File: src/rtl/mdu_pkg.sv
// mdu_pkg: shared op encodings, FSM state type and iteration-counter sizing for mul_div_unit
package mdu_pkg;
    typedef enum logic [1:0] {MULTU = 2'b00, MULT = 2'b01, DIVU = 2'b10, DIV = 2'b11} op_t;
    typedef enum logic [1:0] {IDLE, CALC, FIX, DONE} state_t;
    function automatic int cnt_width(input int w);
        return $clog2(w + 1);
    endfunction
    function automatic logic is_div(input op_t o);
        return o inside {DIVU, DIV};
    endfunction
    function automatic logic is_signed(input op_t o);
        return o inside {MULT, DIV};
    endfunction
endpackage

File: src/rtl/cond_neg.sv
// cond_neg: two's-complement negate when en is set, pass-through otherwise
module cond_neg #(
    parameter int W = 32
) (
    input  logic [W-1:0] x,
    input  logic         en,
    output logic [W-1:0] y
);
    assign y = en ? -x : x;
endmodule

File: src/rtl/mul_div_unit.sv
// mul_div_unit: iterative signed/unsigned multiply and restoring divide sharing one adder and counter
module mul_div_unit
    import mdu_pkg::*;
#(
    parameter int WIDTH = 32
) (
    input  logic             clk,
    input  logic             rst,
    input  logic             start,
    input  logic [1:0]       op,
    input  logic [WIDTH-1:0] a,
    input  logic [WIDTH-1:0] b,
    output logic [WIDTH-1:0] hi,
    output logic [WIDTH-1:0] lo,
    output logic             busy,
    output logic             done,
    output logic             div_zero
);
    localparam int CW = cnt_width(WIDTH);
    state_t state, state_n;
    op_t op_in, op_r;
    logic [WIDTH-1:0] acc, q, bm, a_raw, a_mag, b_mag, q_fix, r_fix;
    logic [2*WIDTH-1:0] p_fix;
    logic [WIDTH:0] x, y, sum;
    logic [CW-1:0] cnt;
    logic sa, sb, neg_q, neg_r, dz, div_op;
    assign op_in  = op_t'(op);
    assign sa     = is_signed(op_in) & a[WIDTH-1];
    assign sb     = is_signed(op_in) & b[WIDTH-1];
    assign div_op = is_div(op_r);
    assign busy   = state != IDLE;
    cond_neg #(.W(WIDTH)) u_amag (.x(a), .en(sa), .y(a_mag));
    cond_neg #(.W(WIDTH)) u_bmag (.x(b), .en(sb), .y(b_mag));
    cond_neg #(.W(2*WIDTH)) u_pfix (.x({acc, q}), .en(neg_q), .y(p_fix));
    cond_neg #(.W(WIDTH)) u_qfix (.x(q), .en(neg_q), .y(q_fix));
    cond_neg #(.W(WIDTH)) u_rfix (.x(acc), .en(neg_r), .y(r_fix));
    // Divide shifts the next dividend bit into the partial remainder; its top sum bit is the borrow.
    assign x   = div_op ? {acc, q[WIDTH-1]} : {1'b0, acc};
    assign y   = (div_op || q[0]) ? {1'b0, bm} : '0;
    assign sum = div_op ? x - y : x + y;
    always_comb begin
        state_n = state;
        case (state)
            IDLE:    state_n = start ? CALC : IDLE;
            CALC:    state_n = (cnt == CW'(1)) ? FIX : CALC;
            FIX:     state_n = DONE;
            default: state_n = IDLE;
        endcase
    end
    always_ff @(posedge clk) begin
        if (rst)
            state <= IDLE;
        else
            state <= state_n;
    end
    always_ff @(posedge clk) begin
        if (rst) begin
            hi       <= '0;
            lo       <= '0;
            done     <= 1'b0;
            div_zero <= 1'b0;
        end else begin
            done <= state == DONE;
            case (state)
                IDLE: if (start) begin
                    op_r     <= op_in;
                    acc      <= '0;
                    bm       <= is_div(op_in) ? b_mag : a_mag;
                    q        <= is_div(op_in) ? a_mag : b_mag;
                    cnt      <= CW'(WIDTH);
                    neg_q    <= sa ^ sb;
                    neg_r    <= sa;
                    dz       <= is_div(op_in) && b == '0;
                    a_raw    <= a;
                    div_zero <= 1'b0;
                end
                CALC: begin
                    cnt <= cnt - 1'b1;
                    acc <= div_op ? (sum[WIDTH] ? x[WIDTH-1:0] : sum[WIDTH-1:0]) : sum[WIDTH:1];
                    q   <= div_op ? {q[WIDTH-2:0], ~sum[WIDTH]} : {sum[0], q[WIDTH-1:1]};
                end
                FIX: {acc, q} <= div_op ? {r_fix, q_fix} : p_fix;
                default: begin
                    hi       <= dz ? a_raw : acc;
                    lo       <= dz ? '1 : q;
                    div_zero <= dz;
                end
            endcase
        end
    end
endmodule

File: config.mk
export PLATFORM = sky130hd
export DESIGN_NAME = mul_div_unit
export DESIGN_NICKNAME = d
export VERILOG_FILES = /design/src/rtl/mdu_pkg.sv /design/src/rtl/cond_neg.sv /design/src/rtl/mul_div_unit.sv
export SDC_FILE = /design/constraint.sdc
export NUM_CORES = 1
export LEC_CHECK = 0
export BUFFER_PORTS_ARGS = -buffer_cell sky130_fd_sc_hd__buf_2
export CAP_MARGIN = 20
export CORE_ASPECT_RATIO = 0.8
export CORE_MARGIN = 3
export CORE_UTILIZATION = 25
export DETAILED_ROUTE_END_ITERATION = 7
export GPL_TIMING_DRIVEN = 0
export SYNTH_ARGS = -nofsm -noshare
export SYNTH_HDL_FRONTEND = slang
export SYNTH_SLANG_ARGS = --single-unit
File: constraint.sdc
create_clock -name clk -period 15.6 [get_ports clk]
set_clock_uncertainty 0.15 [all_clocks]
set_input_delay 3.12 -clock clk [delete_from_list [all_inputs] [get_ports clk]]
set_output_delay 3.12 -clock clk [all_outputs]
set_load 0.005 [all_outputs]
==> results of run 1 <==
-- worst reg2reg max path: stages (launching register included) --
cell and delay (ns):
edfxtp_1 0.38, buf_1 0.60, buf_1 0.69, buf_2 0.50, clkbuf_1 0.54, mux2i_1 0.26
ha_1 0.20, inv_1 0.06, fa_1 0.43, a211oi_1 0.43, o211ai_1 0.19, a21o_1 0.25
a2111oi_0 0.79, nor2_2 0.23, xnor2_1 0.63, clkbuf_1 0.72, mux2i_1 0.27, o21ai_0 0.11
-- sequential cells by signal, indices dropped and copies added (netlist names) --
register  cells
op_r          1
state         2
dz            1
neg_r         1
lo           32
done          1
hi           32
cnt           6
a_raw        32
neg_q         1
q            32
acc          32
bm           32
div_zero      1
-- per-layer routing --
layer,vias up,track usage [%]
met5,-,0
met4,4,3.35
met3,87,4.43
met2,761,26.5
met1,6989,27.0
li1,6641,-
-- power by group --
part | leakage (uW) | switching (uW) | internal [uW]
combinational | 0.00410 | 271 | 155
clock | 0.000388 | 249 | 340
sequential | 0.00185 | 30.5 | 617
total | 0.00633 | 550 | 1110
-- placed cells by master (no fill, tap or decap), types with 16 or more instances in the layout --
cell	Yosys	layout
mux2i_1	83	83
o31ai_1	17	17
clkbuf_1	90	95
nand3_1	21	21
a21oi_1	113	111
edfxtp_1	138	138
nor4_1	25	25
a22oi_1	20	20
a31oi_1	17	17
dfxtp_1	68	68
a221oi_1	29	29
o22ai_1	16	16
nand2_1	134	134
ha_1	44	44
xor2_1	57	57
buf_2	5	139
nor3_1	37	37
o21ai_0	66	66
xnor2_1	94	94
a211oi_1	78	78
mux2_2	70	70
inv_1	31	31
buf_1	18	18
nor2_1	218	217
clkbuf_16	0	25
-- per-stage QoR --
step                setup WS [ns]  std cells  total power (uW)  hold slack [ns]  instance area [um^2]
floorplan                    8.61       1692               927            0.320                 15100
global placement             6.85       2595              1060            0.328                 16800
detailed placement           8.22       2599              1070            0.327                 16900
CTS                          8.19       2641              1660            0.335                 17700
global route                 7.67       2641              1720            0.362                 17700
finish                       7.92       2641              1660            0.334                 17700
-- final timing paths --
kind | from | endpoint | slack (ns) | cells past startpoint
setup / recovery | op_r[1] | acc[18] | 7.92 | 17
hold reg to reg | lo[13] | lo[13] | 0.33 | 2
setup reg to reg | op_r[1] | acc[18] | 7.92 | 17
hold / removal | lo[13] | lo[13] | 0.33 | 2
-- cell type report --
class | count | area [um^2] | share of cell area (%)
clock buffer | 32 | 672 | 3.80
sequential | 206 | 5510 | 31.1
timing repair buffer | 138 | 766 | 4.33
clock inverter | 10 | 129 | 0.729
buffer | 115 | 443 | 2.50
inverter | 33 | 124 | 0.701
multi-input combinational | 1338 | 9080 | 51.4
tap | 769 | 962 | 5.44
-- cell families (layout without fill, tap and decap cells) --
family / after synthesis / in the layout
AOI/OAI and AO/OA: 454 / 454
xor gates and xnor gates: 152 / 152
adders and majority gates: 45 / 45
buffers and inverters: 148 / 328
DFF: 206 / 206
muxes: 153 / 153
and+or+nand+nor: 534 / 534
-- cell usage after synthesis, drive strengths merged (8+ instances only) --
cell type	n
nor2b	10
mux2i	83
dfxtp	68
nor2	220
a21oi	113
nor3b	8
o221ai	14
o41ai	8
inv	31
and2	15
a22oi	20
a31oi	17
o31ai	17
edfxtp	138
and3	9
a21o	14
clkbuf	91
nand2	134
a221oi	29
nor3	38
or3	13
or2	10
buf	24
nand3	21
xnor2	95
mux2	70
o21ai	69
or4	16
o211ai	8
xor2	57
o22ai	16
ha	44
nor4	26
o21a	10
a211oi	78
==> metrics.txt, run 1 <==
status finished clean; fill cell count 6143; fin nets 1969; flops & latches, synth 206; Slew Viols, Final 0; Synth Area in XOR/XNOR 8.93%; Routed WL 59.4 mm; layout cell share with drive strength beyond 1 15.2%; Hold Path Class reg -> reg; die span in x 281 um; Synth Area in Compound Gates 20.2%; drt drc 0; synth top area cells edfxtp_1, dfxtp_1, mux2i_1; WL met1 26.9 mm; Inserted Diodes 0; Fmax 0.130 GHz; first-pass GRT wire length 87.2 mm; Post-CTS Setup Bufs 0; Synth Flop Type edfxtp_1; Clock Latency Late Sink 0.54 ns; Final TNS setup 0 ns; adder-cell share of the synthesized area 3.77%; critical path's largest stage delay 0.79 ns; Power Density 94.0 nW/um^2; Clock Sink Count 206; DR WL met2 24.6 mm; Vias/cell 5.48; Worst Path Max Fanout 10; share of the synthesized area in the top cell type 27.4%; Worst-path clk slew 0.07 ns; via count 14500; DR WL met3 6.92 mm; required time of the critical path 15.72 ns; area leader, netlist edfxtp_1; Worst Tran Pin Value 1.16 ns; vias in the first global route 13300; simple-gate portion of the synthesized area 16.2%; Pre-antenna DRT Iters 8; io pins 136; total grt overflow 0; largest net degree at the start of global routing 37; Rows 79; Worst setup EP type register; final hold violation count 0; antenna viol nets, final 0; Yosys cell types 79; delay-heaviest family, CP buffers and inverters; Synth Warn # 0; Post-Syn Area 15100 um^2; RSZ-0062 raised after global routing false; Total GRT Usage 18.1%; largest family of logic cells by synthesized area compound AO/OA/AOI/OAI gates; peak supply drop 71.4 uV; CTS buffer count 23; register area share after synthesis 36.4%; core box area 59000 um^2; CP arrival 7.80 ns; Post-Route Utilization 30.0%; crit-path cells buf_1, buf_1, buf_2, clkbuf_1, mux2i_1, ha_1, inv_1, fa_1, a211oi_1, o211ai_1, a21o_1, a2111oi_0, nor2_2, xnor2_1, clkbuf_1, mux2i_1, o21ai_0; area growth from synthesis to layout 16.9%; post_cts resized 0; Final min period 7.68 ns; IO buf count 134; Syn Inst Count 1692; hpwl dp 46.9 mm; initial antenna violation count 4; CTS Buffer Depth 3; Starting Density 25.6%; Die ar. 63500 um^2; Critical Path Slowest Stage Cell a2111oi_0; iteration-0 DRC count of the detailed router 1766; async set-or-reset flop fraction in the synthesized netlist 0%; Worst Setup Path Type reg -> reg; period utilization 49.2%; Placer Congestion 0.949; Clock H-tree levels 1; max_cap viols 0; hold_buf cts 0; Leakage 0.00633 uW; Syn Nets 1806; uppermost layer routed met5; EDFF count, synth 138; Syn Area/Cell 8.94 um^2; final setup fails 0; Die H 226 um; Buf/Inv on CP 6; Critical Path Source Type register; Worst slew margin 22.9%; mux cell area share after synthesis 10.7%; CTS Root Buffer Type clkbuf_16; CTS tree yes; Wirelength per Cell 22.5 um
Note: power is estimated with default switching activity, not from simulation.
==> run 2, diff against run 1 <==
- clock period: 15.6 -> 6.7 ns (I/O delays scaled with it)
==> metrics.txt, run 2 (synthesized netlist as in run 1, its figures left out) <==
Cell Area, Placed 16900 um^2 (unchanged); met3 usage 4.38% (was 4.43%); CTS tree yes (unchanged); via count 14500 (about the same); Clock Sink Count 206 (unchanged); total grt overflow 0 (unchanged); Final min period 6.48 ns (was 7.68 ns); Worst slew margin 22.3% (was 22.9%); peak supply drop 166 uV (was 71.4 uV); iteration-0 DRC count of the detailed router 1627 (was 1766); Leakage 0.00635 uW (was 0.00633 uW); Hold Path Class reg -> reg (unchanged); period utilization 96.8% (was 49.2%); worst setup margin 0.216 ns (was 7.92 ns); post_cts resized 5 (was 0); M2 GR Usage 26.5% (about the same); CP arrival 6.58 ns (was 7.80 ns); GRT busiest layer met1 (unchanged); drt drc 0 (unchanged); first-pass GRT wire length 87.2 mm (about the same); area growth from synthesis to layout 17.1% (was 16.9%); final hold violation count 0 (unchanged); core box area 59000 um^2 (unchanged); met1 usage 27.0% (about the same); max_cap viols 0 (unchanged); Die ar. 63500 um^2 (unchanged); Die H 226 um (unchanged); io pins 136 (unchanged); CTS Buffer Depth 3 (unchanged); Inserted Diodes 0 (unchanged); Hold WS 0.333 ns (was 0.334 ns); vias in the first global route 13300 (about the same); die span in x 281 um (unchanged); antenna viol nets, final 0 (unchanged); fin nets 1969 (unchanged); Clock Latency Late Sink 0.55 ns (was 0.54 ns); most frequent cells in the layout nor2_1, buf_2, edfxtp_1, nand2_1, a21oi_1 (unchanged); Total GRT Usage 18.1% (about the same); fill cell count 6146 (was 6143); Starting Density 25.6% (unchanged); Worst Tran Pin Value 1.16 ns (about the same); final setup fails 0 (unchanged); CTS buffer count 23 (unchanged); Fmax 0.154 GHz (was 0.130 GHz); post-placement cell count 2599 (unchanged); required time of the critical path 6.80 ns (was 15.72 ns); pre-CTS WS -0.676 ns (was 8.22 ns); most common cell after layout, fill and taps aside nor2_1 (unchanged); CTS Root Buffer Type clkbuf_16 (unchanged); Clock H-tree levels 1 (unchanged); RSZ-0062 raised after global routing false (unchanged); Placer Congestion 0.949 (unchanged); Wirelength per Cell 22.6 um (was 22.5 um); layout cell share with drive strength beyond 1 15.5% (was 15.2%); Power Density 219 nW/um^2 (was 94.0 nW/um^2); Pre-antenna DRT Iters 8 (unchanged); Slew Viols, Final 0 (unchanged); initial antenna violation count 5 (was 4); Worst-path clk slew 0.07 ns (about the same); hold_buf cts 0 (unchanged); hpwl dp 46.9 mm (unchanged); Routed WL 59.6 mm (was 59.4 mm); Vias/cell 5.48 (about the same); Layout Cell Area excl Fill 17700 um^2 (about the same); Worst Setup Path Type reg -> reg (unchanged); Rows 79 (unchanged); Critical Path Source Type register (unchanged); Final TNS setup 0 ns (unchanged); Post-CTS Setup Bufs 0 (unchanged); largest net degree at the start of global routing 37 (unchanged); Worst setup EP type register (unchanged); status finished clean (unchanged); Worst Path Max Fanout 10 (unchanged); IO buf count 134 (unchanged); Final Instance Count excl. Fillers 2641 (unchanged)
==> run 2: changes by cell type in the layout (fill, tap and decap cells not counted), sizes merged <==
cell / before / now
clkbuf: 123 / 124
buf: 162 / 161
==> run 2: layer usage <==
metal | vias up | share of wire (%)
li1 | 6650 | -
met5 | - | 0.069
met4 | 6 | 1.8
met3 | 99 | 11
met2 | 729 | 41
met1 | 6992 | 46
==> run 2: worst paths after layout <==
| kind | startpoint | end | slack [ns] | cells after the start |
|---|---|---|---|---|
| max | q[0] | acc[26] | 0.22 | 19 |
| min | hi[25] | hi[25] | 0.33 | 2 |
| max reg2reg | q[0] | acc[26] | 0.22 | 19 |
| min reg2reg | hi[25] | hi[25] | 0.33 | 2 |
==> run 2: final cells by class <==
type,count,area [um^2],share of cell area (%)
plain buffers,115,449,2.54
clock buffers,32,672,3.80
clock inverters,10,129,0.728
inverters,33,124,0.700
multi-input cells,1338,9090,51.4
flip-flops and latches,206,5510,31.1
well taps,769,962,5.44
repair buffers,138,766,4.33
==> run 2: where the power goes <==
group / internal [uW] / total, uW / switching, uW
Combinational: 362 / 994 / 632
Sequential: 1440 / 1510 / 72.0
Clock: 791 / 1370 / 584
==> run 2: per-stage QoR <==
| stage | utilization [%] | power (uW) |
|---|---|---|
| floorplan | - | 2160 |
| global placement | 28.4 | 2480 |
| detailed placement | 28.6 | 2490 |
| CTS | 30.0 | 3860 |
| global route | 30.0 | 4020 |
| finish | 30.0 | 3880 |
==> run 2: critical path, stage by stage (launching register included) <==
cell	delay, ns
edfxtp_1	0.37
buf_2	0.20
clkinv_1	0.22
nand2_1	0.24
nand2_1	0.20
ha_1	0.15
buf_2	0.23
nor2b_1	0.60
a31oi_1	0.10
o22ai_1	0.29
ha_1	0.34
and2_1	0.20
a221oi_1	0.46
a2111oi_0	0.29
or2_2	0.38
a221o_1	0.41
a311o_1	0.42
a311oi_1	0.36
xor2_1	0.33
o221ai_1	0.22
==> run 3, diff against run 2 <==
- ABC_AREA: not set -> 1
- CORE_MARGIN: 3 -> not set
==> metrics.txt, run 3 <==
core box area 71100 um^2 (was 59000 um^2); die span in x 303 um (was 281 um); Syn Inst Count 2845 (was 1692); Comb power frac 31.0% (was 25.6%); Starting Density 25.5% (was 25.6%); Worst Tran Pin Value 1.14 ns (was 1.16 ns); critical path's largest stage delay 0.69 ns (was 0.60 ns); Critical Path Slowest Stage Cell clkbuf_1 (was nor2b_1); FF-to-FF Start op_r[1] (was q[0]); Die ar. 73500 um^2 (was 63500 um^2); Placer Congestion 1.07 (was 0.949); Wirelength per Cell 22.5 um (was 22.6 um); Clock Latency Late Sink 0.56 ns (was 0.55 ns); Pre-antenna DRT Iters 7 (was 8); Slew Viols, Final 0 (unchanged); Clock H-tree levels 1 (unchanged); IO buf count 135 (was 134); R2R Setup Slk 0.45 ns (was 0.22 ns); Fmax 0.160 GHz (was 0.154 GHz); FF-to-FF path depth 22 (was 19); overall power 4210 uW (was 3880 uW); crit-path cells clkbuf_1, clkbuf_1, clkbuf_1, clkbuf_1, nand2_1, o21ai_0, ha_1, inv_1, fa_1, nand2_1, nand2_1, nand3_1, nand2_1, nand2_1, nand2_1, nand2_1, nand2_1, nand2_1, buf_2, nand4_1, nand3_1, a21oi_1 (was buf_2, clkinv_1, nand2_1, nand2_1, ha_1, buf_2, nor2b_1, a31oi_1, o22ai_1, ha_1, and2_1, a221oi_1, a2111oi_0, or2_2, a221o_1, a311o_1, a311oi_1, xor2_1, o221ai_1); Final min period 6.25 ns (was 6.48 ns); Multi-input gate area 10600 um^2 (was 9090 um^2); Worst path most repeated cell nand2_1; Switching Power 1600 uW (was 1290 uW); vias in the first global route 18300 (was 13300); flops & latches, synth 206 (unchanged); Hold Path Depth 2 (unchanged); Layout Cell Area excl Fill 20900 um^2 (was 17700 um^2); CTS Buffer Depth 3 (unchanged); synth top area cells edfxtp_1, nand2_1, inv_1 (was edfxtp_1, dfxtp_1, mux2i_1); Yosys cell types 49 (was 79); total grt overflow 0 (unchanged); CP arrival 6.37 ns (was 6.58 ns); initial antenna violation count 9 (was 5); most numerous cell in the Yosys netlist nand2_1 (was nor2_1); layout cell share with drive strength beyond 1 7.57% (was 15.5%); Reg power frac 35.4% (was 38.9%); Total GRT Usage 23.3% (was 18.1%); peak supply drop 147 uV (was 166 uV); status finished clean (unchanged); Synth Warn # 0 (unchanged); Clock Sink Count 206 (unchanged); Worst setup EP type register (unchanged); max_cap viols 0 (unchanged); Cell Area, Placed 20000 um^2 (was 16900 um^2); reg2reg end acc[19] (was acc[26]); final hold violation count 0 (unchanged); register area share after synthesis 30.4% (was 36.4%); period utilization 93.3% (was 96.8%); Syn Area/Cell 6.36 um^2 (was 8.94 um^2); final setup fails 0 (unchanged); Power Density 202 nW/um^2 (was 219 nW/um^2); Routed WL 89.3 mm (was 59.6 mm); EDFF count, synth 138 (unchanged); Worst Setup Path Type reg -> reg (unchanged); CTS Root Buffer Type clkbuf_16 (unchanged); Die H 243 um (was 226 um); Post-Syn Area 18100 um^2 (was 15100 um^2); Internal 2620 uW (was 2590 uW); Hold Path Class reg -> reg (unchanged); io pins 136 (unchanged); fill cell count 8080 (was 6146); CTS tree yes (unchanged); Vias/cell 5.25 (was 5.48); switching part of the total 37.9% (was 33.2%); share of the synthesized area in the top cell type 22.9% (was 27.4%); post_cts resized 0 (was 5); hpwl dp 74.4 mm (was 46.9 mm); via count 20800 (was 14500); Worst-path clk slew 0.06 ns (was 0.07 ns); drt drc 0 (unchanged); required time of the critical path 6.82 ns (was 6.80 ns); Post-CTS Setup Bufs 0 (unchanged); fin nets 3124 (was 1969); Syn Nets 2959 (was 1806); largest net degree at the start of global routing 33 (was 37); Worst slew margin 23.4% (was 22.3%); antenna viol nets, final 0 (unchanged); RSZ-0062 raised after global routing false (unchanged); Rows 87 (was 79); async set-or-reset flop fraction in the synthesized netlist 0% (unchanged); Post-synth top cells nand2_1, inv_1, nor2_1, nand3_1, o21ai_0 (was nor2_1, edfxtp_1, nand2_1, a21oi_1, xnor2_1); Critical Path Source Type register (unchanged); hold_buf cts 0 (unchanged); area leader, netlist edfxtp_1 (unchanged); first-pass GRT wire length 126 mm (was 87.2 mm); Worst Path Max Fanout 10 (unchanged); Synth Flop Type edfxtp_1 (unchanged); area growth from synthesis to layout 15.4% (was 17.1%); Seq. cell area 5510 um^2 (unchanged); most frequent cells in the layout nand2_1, inv_1, nor2_1, nand3_1, o21ai_0 (was nor2_1, buf_2, edfxtp_1, nand2_1, a21oi_1); CTS buffer count 23 (unchanged); hold path start hi[27] (was hi[25]); most common cell after layout, fill and taps aside nand2_1 (was nor2_1); hold endpoint hi[27] (was hi[25]); iteration-0 DRC count of the detailed router 3077 (was 1627); Leakage 0.00929 uW (was 0.00635 uW); clock group share of total power 33.6% (was 35.5%)
==> run 3: per-stage QoR <==
step | setup TNS (ns) | instances | hold WS [ns] | util [%] | worst slack [ns]
2_1_floorplan | 0 | 2845 | 0.299 | - | 1.81
3_3_place_gp | -20.40 | 3914 | 0.316 | 28.1 | -0.644
3_5_place_dp | 0 | 3918 | 0.314 | 28.2 | 0.801
4_1_cts | 0 | 3960 | 0.332 | 29.4 | 0.790
5_1_grt | 0 | 3962 | 0.353 | 29.4 | 0.385
6_report | 0 | 3967 | 0.334 | 29.4 | 0.451
==> run 3: how the worst max path moves through the flow <==
stage                 start       end  slack (ns)  cells past startpoint
floorplan             start  a_raw[0]        1.81                      2
detailed placement  op_r[1]   acc[28]        0.80                     22
finish              op_r[1]   acc[19]        0.45                     22
CTS                 op_r[1]   acc[28]        0.79                     22
global placement        rst   acc[11]       -0.64                      5
global route        op_r[1]    acc[9]        0.38                     22
==> run 3: power by group through the flow <==
stage          clock network [uW]  logic, uW  registers, uW
2_1_floorplan                   0        784           1490
3_3_place_gp                    0       1240           1520
3_5_place_dp                    0       1250           1510
4_1_cts                      1420       1250           1490
5_1_grt                      1470       1390           1490
6_report                     1420       1310           1490
==> run 3: cell families after synthesis <==
kind of cell	after synthesis	share of synthesized area (%)
AO/OA/AOI/OAI	467	14.8
adder cells (fa/ha/maj)	45	3.15
AND/OR/NAND/NOR	1462	33.8
flip-flops	206	30.4
buffers and inverters	530	11.3
multiplexers	3	0.166
XOR/XNOR	132	6.38
==> run 3: layout make-up <==
cell class | instances | area share (%)
clock buffer | 34 | 3.45
buffer | 121 | 2.44
multi-input combinational | 2109 | 50.6
timing repair buffer | 140 | 3.60
tap | 934 | 5.59
clock inverter | 8 | 0.521
sequential | 206 | 26.3
antenna | 6 | 0.0718
inverter | 409 | 7.36
==> run 3: worst max-delay path, delay by kind of cell, from the launching register on <==
kind | cells | cell delay [ns]
buffers and inverters | 6 | 2.87
AOI/OAI and AO/OA | 2 | 0.20
and+or+nand+nor | 12 | 1.54
adders and majority gates | 2 | 0.68
DFF | 1 | 0.52
==> run 3: routing by layer <==
| metal | vias up | track usage [%] | part of all wire (%) |
|---|---|---|---|
| li1 | 9668 | - | - |
| met1 | 9750 | 34.7 | 45 |
| met2 | 1263 | 31.0 | 39 |
| met3 | 133 | 8.80 | 14 |
| met4 | 2 | 4.95 | 2.2 |
| met5 | - | 0 | 0.013 |
